[src/rtl/sevenseg_scan_mux.sv]
// sevenseg_scan_mux: time-multiplexed scan controller for an N-digit
// common-anode 7-segment display. Holds a double-buffered frame of BCD
// digits, lights one digit per scan slot with active-low anodes, and opens
// every slot with an all-off guard interval to suppress ghosting.
// Optional feature macro: LEADING_ZERO_BLANK_EN (blank leading zero digits).
module sevenseg_scan_mux #(
   parameter int N_DIGITS        = 4,
   parameter int TICKS_PER_DIGIT = 12500,
   parameter int GUARD_TICKS     = 64
) (
   input  logic                  clk,
   input  logic                  rst,
   input  logic                  enable,
   input  logic                  load,
   input  logic [4*N_DIGITS-1:0] digits_in,
   output logic [3:0]            digit,
   output logic                  blank,
   output logic [N_DIGITS-1:0]   an_n,
   output logic                  frame_start
);

   localparam int TW = (TICKS_PER_DIGIT > 1) ? $clog2(TICKS_PER_DIGIT) : 1;
   localparam int IW = (N_DIGITS > 1) ? $clog2(N_DIGITS) : 1;

   typedef logic [N_DIGITS-1:0][3:0] frame_t;

   logic [TW-1:0] tick;
   logic [IW-1:0] idx;
   frame_t        shadow;
   frame_t        staging;
   frame_t        din;
   logic          pending;

   logic          last_tick;
   logic          last_idx;
   logic          wrap;
   logic          in_guard;
   logic [N_DIGITS-1:0] sup;

   assign din       = digits_in;
   assign last_tick = (tick == TW'(TICKS_PER_DIGIT - 1));
   assign last_idx  = (idx == IW'(N_DIGITS - 1));
   // A wrap is the edge at which the registered idx returns to 0 by counting.
   assign wrap      = enable && last_tick && last_idx;
   assign in_guard  = (32'(tick) < GUARD_TICKS);

`ifdef LEADING_ZERO_BLANK_EN
   // Leading-zero run computed from the top digit down on the displayed frame,
   // so suppression cannot change partway through a frame. Digit 0 always shows.
   logic [N_DIGITS-1:0] zrun;
   assign zrun[N_DIGITS-1] = (shadow[N_DIGITS-1] == 4'd0);
   for (genvar i = N_DIGITS - 2; i >= 0; i--) begin : g_zrun
      assign zrun[i] = zrun[i+1] && (shadow[i] == 4'd0);
   end
   assign sup = {zrun[N_DIGITS-1:1], 1'b0};
`else
   assign sup = '0;
`endif

   // Scan position counter plus staging/shadow double buffer.
   always_ff @(posedge clk) begin
      if (rst) begin
         tick    <= '0;
         idx     <= '0;
         shadow  <= '0;
         staging <= '0;
         pending <= 1'b0;
      end else begin
         if (enable) begin
            if (last_tick) begin
               tick <= '0;
               idx  <= last_idx ? '0 : idx + 1'b1;
            end else begin
               tick <= tick + 1'b1;
            end
         end
         if (load) staging <= din;
         if (wrap) begin
            // A load landing on the wrap edge bypasses staging entirely.
            pending <= 1'b0;
            if (load)         shadow <= din;
            else if (pending) shadow <= staging;
         end else if (load) begin
            pending <= 1'b1;
         end
      end
   end

   // Registered display outputs, one cycle behind tick/idx/shadow.
   always_ff @(posedge clk) begin
      if (rst) begin
         an_n        <= '1;
         blank       <= 1'b1;
         digit       <= 4'd0;
         frame_start <= 1'b0;
      end else begin
         digit       <= shadow[idx];
         frame_start <= wrap;
         if (!enable || in_guard) begin
            an_n  <= '1;
            blank <= 1'b1;
         end else begin
            an_n  <= ~(N_DIGITS'(1) << idx);
            blank <= sup[idx];
         end
      end
   end

endmodule

[config.mk]
export PLATFORM = sky130hd
export DESIGN_NAME = sevenseg_scan_mux
export DESIGN_NICKNAME = d
export VERILOG_FILES = /design/src/rtl/sevenseg_scan_mux.sv
export SDC_FILE = /design/constraint.sdc
export NUM_CORES = 1
export LEC_CHECK = 0
export ABC_AREA = 1
export ABC_CLOCK_PERIOD_IN_PS = 4850
export CORE_MARGIN = 2
export CORE_UTILIZATION = 55
export CTS_CLUSTER_DIAMETER = 100
export DETAILED_ROUTE_END_ITERATION = 10
export PLACE_DENSITY = 0.85
export SETUP_SLACK_MARGIN = 0.5
export SKIP_LAST_GASP = 1
export SYNTH_ARGS = -nofsm -noshare
export SYNTH_HDL_FRONTEND = slang
export SYNTH_SLANG_ARGS = --single-unit
[constraint.sdc]
create_clock -name clk -period 4.85 [get_ports clk]
set_clock_uncertainty 0.15 [all_clocks]
set_input_delay 1.455 -clock clk [delete_from_list [all_inputs] [get_ports clk]]
set_output_delay 1.455 -clock clk [all_outputs]
set_load 0.02 [all_outputs]
==> results of run 1 <==
placed cells by master (no fill, tap or decap), drive strengths merged:
| master | synthesis | routed |
|---|---|---|
| a211oi | 1 | 1 |
| a21oi | 10 | 10 |
| a31oi | 1 | 1 |
| buf | 5 | 1 |
| bufinv | 0 | 1 |
| clkbuf | 8 | 11 |
| clkdlybuf4s50 | 0 | 29 |
| clkinv | 2 | 5 |
| clkinvlp | 0 | 1 |
| dfxtp | 59 | 59 |
| ha | 5 | 5 |
| inv | 33 | 33 |
| nand2 | 70 | 70 |
| nand3 | 3 | 3 |
| nand3b | 1 | 1 |
| nand4 | 20 | 20 |
| nor2 | 96 | 96 |
| nor3 | 6 | 6 |
| nor3b | 1 | 1 |
| nor4 | 1 | 1 |
| o21ai | 31 | 31 |
| xnor2 | 1 | 1 |
| xor2 | 1 | 1 |
cell type report:
| class | count | area share, % |
|---|---|---|
| clock buffers | 11 | 4.63 |
| clock inverters | 5 | 1.72 |
| inverters | 35 | 4.30 |
| multi-input cells | 248 | 38.8 |
| flip-flops and latches | 59 | 38.7 |
| well taps | 52 | 2.13 |
| repair buffers | 30 | 9.75 |
flip-flops by register name (all words and copies together) (netlist names):
| register | count |
|---|---|
| shadow | 16 |
| staging | 16 |
| tick | 14 |
| an_n | 4 |
| digit | 4 |
| idx | 2 |
| blank | 1 |
| frame_start | 1 |
| pending | 1 |
power breakdown:
part           switching, W  internal (W)
combinational     0.0000352     0.0000252
clock              0.000187      0.000248
sequential       0.00000365      0.000496
through the flow:
| step | util (%) | instance area (sq um) |
|---|---|---|
| final | 69.2 | 3050 |
| after detailed placement | 64.8 | 2860 |
| after global routing | 69.2 | 3050 |
| after global placement | 64.8 | 2860 |
| after floorplan | - | 2570 |
| after CTS | 69.2 | 3050 |
tightest hold or removal path, cell delays in order, from the launching register on:
cell     delay [ns]
dfxtp_1        0.31
nor2_1         0.09
nor2_1         0.05
path summary, 6_finish.rpt:
path / startpoint / end
setup / recovery: load / shadow[12]
hold / removal: shadow[0] / shadow[0]
setup reg to reg: idx[0] / shadow[5]
hold reg to reg: shadow[0] / shadow[0]
metal layers:
metal / global-route usage [%] / up-vias
li1: - / 1189
met1: 29.5 / 1043
met2: 33.2 / 78
met3: 7.22 / 9
met4: 13.6 / 0
met5: 0 / -
cell families (layout without fill, tap and decap cells):
| kind of cell | after synthesis | in the layout | share of synthesized area [%] |
|---|---|---|---|
| compound gates | 43 | 43 | 8.52 |
| xor+xnor | 2 | 2 | 0.682 |
| fa+ha+maj | 5 | 5 | 2.44 |
| buf+inv | 48 | 81 | 7.94 |
| flops | 59 | 59 | 46.0 |
| simple gates | 198 | 198 | 34.4 |
==> results by group, run 1 <==
Synthesis
  – FF+latch count, synth: 59
  – Syn. warnings: 0
  – Top FF cell, synth: dfxtp_1
  – Post-synth EDFFs: 0
  – Seq/Total Area, Yosys: 46.0%
  – Asr flop ratio synth: 0%
  – Top cell type's share of synthesized area: 46.0%
  – Syn Nets: 380
  – Area leader, netlist: dfxtp_1
  – Synth top cells by count: nor2_1 (89), nand2_1 (68), dfxtp_1 (59)
  – Mean Syn Cell Area: 7.24 sq um
  – Synth cell types: 33
  – Synth Cell Area: 2570 sq um
  – Count leader, synth: nor2_1
  – Synth top area cells: dfxtp_1 (46%), nor2_1 (13%), nand2_1 (9.9%)
  – Mapped Cells: 355

STA
  – Slew Viols, Final: 0
  – Finish-stage setup viols: 0
  – F_max: 306 MHz
  – Endpoints failing hold: 0
  – Worst-margin pin slew: 0.908 ns
  – RSZ-0062 raised after global routing: no
  – Worst Slack Setup Final: 1.58 ns
  – Headroom to the max-slew limit: 39.3%
  – Hold_ws: 0.339 ns
  – Tmin final: 3.27 ns
  – Crit share post-route: 67.4%
  – Setup TNS: 0 ns

Floorplan
  – Total core area: 4410 sq um
  – I/O pin count: 30
  – Rows: 24
  – Starting Density: 58.2%
  – Die area: 5230 sq um
  – Die Y: 72.3 um
  – Die W: 72.3 um

Place
  – Setup slack after placement: 1.25 ns
  – Placer Congestion: 0.905
  – PortBufs: 29
  – DP Cell Count: 424
  – Final HPWL DP: 3620 um

Run status
  – Status: complete, no violations

Critical path
  – Worst setup SP type: input port
  – Worst Path Arrival: 3.39 ns
  – Crit Path Max Fanout: 33
  – CP Cell Sequence: clkdlybuf4s50_1 -> nor2_2 -> inv_2 -> nand4_1 -> nand2_1 -> nor2_1
  – Crit-path leading delay family: buffers and inverters
  – CP Buf/Inv Count: 2
  – Critical path depth in cells: 6
  – Worst R2R Path Depth: 5
  – Crit Path Class: input port to flip-flop
  – Crit-path slowest cell: clkdlybuf4s50_1
  – Flop2flop setup slack: 2.67 ns
  – CP endpoint kind: flip-flop
  – CP max stage delay: 0.88 ns
  – Critical path required time: 4.98 ns

Routing
  – Met2 wire length: 2310 um
  – Wire length per cell: 11.8 um
  – Wire length on met3: 335 um
  – 1st-pass router iterations: 5
  – Uppermost layer routed: met4
  – # DRC: 0
  – Initial DRC count: 161
  – WL final: 5210 um
  – M1 wire length: 2440 um
  – ANT nets after route: 0
  – Via density: 5.27
  – Via Count: 2,319

Clock tree
  – CTS tree: built
  – Root buf cell: clkbuf_8
  – # resized after CTS: 0
  – Setup Fix Bufs, Post-CTS: 0
  – CTS Buf Count: 9
  – Number of clock sinks: 59
  – Clock transition at path regs: 0.06 ns
  – CTS Hold Bufs: 0
  – CTS max path bufs: 2
  – Htree depth: 3
  – Clock Latency Late Sink: 0.33 ns

Global routing
  – Global-route wire length before repair: 9030 um
  – Pin count of the biggest net entering global routing: 34
  – Total GRT Usage: 22.8%
  – Initial antenna violation count: 0
  – Total gr overflow: 0
  – Number of global-route vias before repair: 2,010

Layout
  – Storage element area: 1180 sq um
  – Syn-to-layout area delta: 18.9%
  – Nets: 408
  – Fraction of layout cells with a size suffix above 1: 7.99%
  – Fill count: 369
  – Antenna diode count: 0
  – Non-Filler Instances: 440
  – Multi-input combinational cell area: 1180 sq um

Flow run
  – Max cap viols: 0

Power and ir drop
  – Lkg Pwr: 1.27 nW
  – Pwr per Cell Area: 326 nW/um^2
  – Pwr Total: 0.000995 W
  – Peak VDD IR: 0.000238 V

Worst hold path
  – WHS Path Cells: 2
  – Worst Hold Class: flip-flop to flip-flop
Note: power is estimated with default switching activity, not from simulation.
==> run 2: changes to the inputs <==
ABC_CLOCK_PERIOD_IN_PS = 2840   (was 4850)
CORE_UTILIZATION = 50   (was 55)
PLACE_DENSITY = 0.81   (was 0.85)
clock period = 2.84 ns   (was 4.85 ns; I/O delays follow)
==> run 2 against run 1 <==
Effect of this change: hold slack got worse by 0.011 ns; global-route usage decreased by 1.9 points; critical endpoint is now digit[3]; clock-buffer cell count increased by 1; wire length increased by 0.44%; die area increased by 9.4%; utilization decreased by 7.8 points; critical path depth decreased by 5; design area increased by 1.4%.
==> results by group, run 2 (same netlist as run 1, synthesis figures left out) <==
Critical path
  – Critical path required time: 1.84 ns
  – Crit Path Max Fanout: 1
  – CP Cell Sequence: clkdlybuf4s50_1
  – Crit-path leading delay family: buffers and inverters
  – Crit Path Class: flip-flop to primary output
  – CP max stage delay: 0.59 ns
  – Worst setup SP type: flip-flop
  – CP endpoint kind: primary output
  – Worst Path Arrival: 1.24 ns
  – Crit-path slowest cell: clkdlybuf4s50_1
  – CP Buf/Inv Count: 1

Power and ir drop
  – Peak VDD IR: 0.000345 V
  – Pwr per Cell Area: 517 nW/um^2
  – Lkg Pwr: 1.29 nW

Layout
  – Storage element area: 1180 sq um
  – Design area: 3090 sq um
  – Top flop regs: shadow x16, staging x16, tick x14
  – Commonest non-fill, non-tap cells in the layout: nor2_1 (89), nand2_1 (67), dfxtp_1 (59)
  – Antenna diode count: 0
  – Fraction of layout cells with a size suffix above 1: 8.93%
  – Fill count: 470
  – Nets: 413
  – Syn-to-layout area delta: 20.5%
  – Commonest non-fill, non-tap cell in the layout: nor2_1
  – Multi-input combinational cell area: 1190 sq um

Floorplan
  – Die Y: 75.7 um
  – I/O pin count: 30
  – Die area: 5730 sq um
  – Rows: 26
  – Die W: 75.7 um
  – Total core area: 5040 sq um
  – Starting Density: 50.9%

Clock tree
  – Htree depth: 3
  – Number of clock sinks: 59
  – CTS max path bufs: 2
  – Root buf cell: clkbuf_8
  – Clock transition at path regs: 0.06 ns
  – CTS Buf Count: 9
  – CTS Hold Bufs: 0
  – CTS tree: built
  – Clock Latency Late Sink: 0.34 ns

Run status
  – Status: complete, no violations

Routing
  – WL final: 5230 um
  – Via density: 4.94
  – Initial DRC count: 145
  – ANT nets after route: 0
  – # DRC: 0
  – Via Count: 2,283
  – 1st-pass router iterations: 4
  – Wire length per cell: 11.3 um

Place
  – Final HPWL DP: 3630 um
  – Placer Congestion: 0.848
  – Post-DP Area: 2910 sq um
  – PortBufs: 29

STA
  – Endpoints failing hold: 0
  – Worst-margin pin slew: 0.496 ns
  – Tmin final: 2.24 ns
  – Hold_ws: 0.328 ns
  – RSZ-0062 raised after global routing: yes
  – Slew Viols, Final: 0
  – Headroom to the max-slew limit: 66.7%
  – Finish-stage setup viols: 0
  – F_max: 445 MHz
  – Setup TNS: 0 ns
  – Crit share post-route: 79.0%

Global routing
  – Initial antenna violation count: 0
  – Number of global-route vias before repair: 2,084
  – Global-route wire length before repair: 8940 um
  – Total GRT Usage: 20.9%
  – Total gr overflow: 0
  – Pin count of the biggest net entering global routing: 25

Flow run
  – Max cap viols: 0

Worst hold path
  – Worst Hold Class: flip-flop to flip-flop
run 2: changes by cell type in the layout (fill, tap and decap cells not counted), sizes merged:
cell      before  now
buf            1    6
bufinv         1    0
clkbuf        11   12
clkinvlp       1    0
run 2: power breakdown:
group | internal, W | switching (W) | total, W
Combinational | 0.0000449 | 0.0000595 | 0.000104
Sequential | 0.000847 | 0.00000628 | 0.000853
Clock | 0.000331 | 0.000311 | 0.000642
Total | 0.00122 | 0.000377 | 0.00160
run 2: timing repair:
action / CTS / global route
setup endpoints to repair: 0 / 21
resized for setup: 0 / 1
setup buffers: 0 / 1
run 2: metal layers:
| layer | track usage (%) | wire length, um | up-vias |
|---|---|---|---|
| met4 | 12.1 | 119 | 0 |
| met1 | 26.3 | 2530 | 1011 |
| met3 | 4.37 | 313 | 10 |
| met2 | 33.2 | 2270 | 63 |
| li1 | - | - | 1199 |
| met5 | 0 | 0 | - |
run 2: path summary, 6_finish.rpt:
check | depth (start not counted) | endpoint | slack [ns] | start
hold / removal | 2 | shadow[14] | 0.33 | shadow[14]
setup reg to reg | 6 | shadow[2] | 1.00 | idx[0]
setup / recovery | 1 | digit[3] | 0.60 | digit[3]
hold reg to reg | 2 | shadow[14] | 0.33 | shadow[14]
run 2: per-stage QoR:
step | setup WS (ns) | util (%) | power [W] | instances
after floorplan | 0.988 | - | 0.000928 | 355
after global placement | 0.242 | 57.7 | 0.000971 | 446
after detailed placement | 0.160 | 57.7 | 0.000975 | 446
after CTS | 0.517 | 60.9 | 0.00161 | 461
after global routing | 0.453 | 61.4 | 0.00166 | 462
final | 0.595 | 61.4 | 0.00160 | 462
run 2: final cells by class:
type	count	area share, %
well taps	70	2.83
multi-input cells	248	38.3
clock buffers	12	4.69
clock inverters	3	0.485
flip-flops and latches	59	38.2
inverters	35	4.25
repair buffers	35	11.2
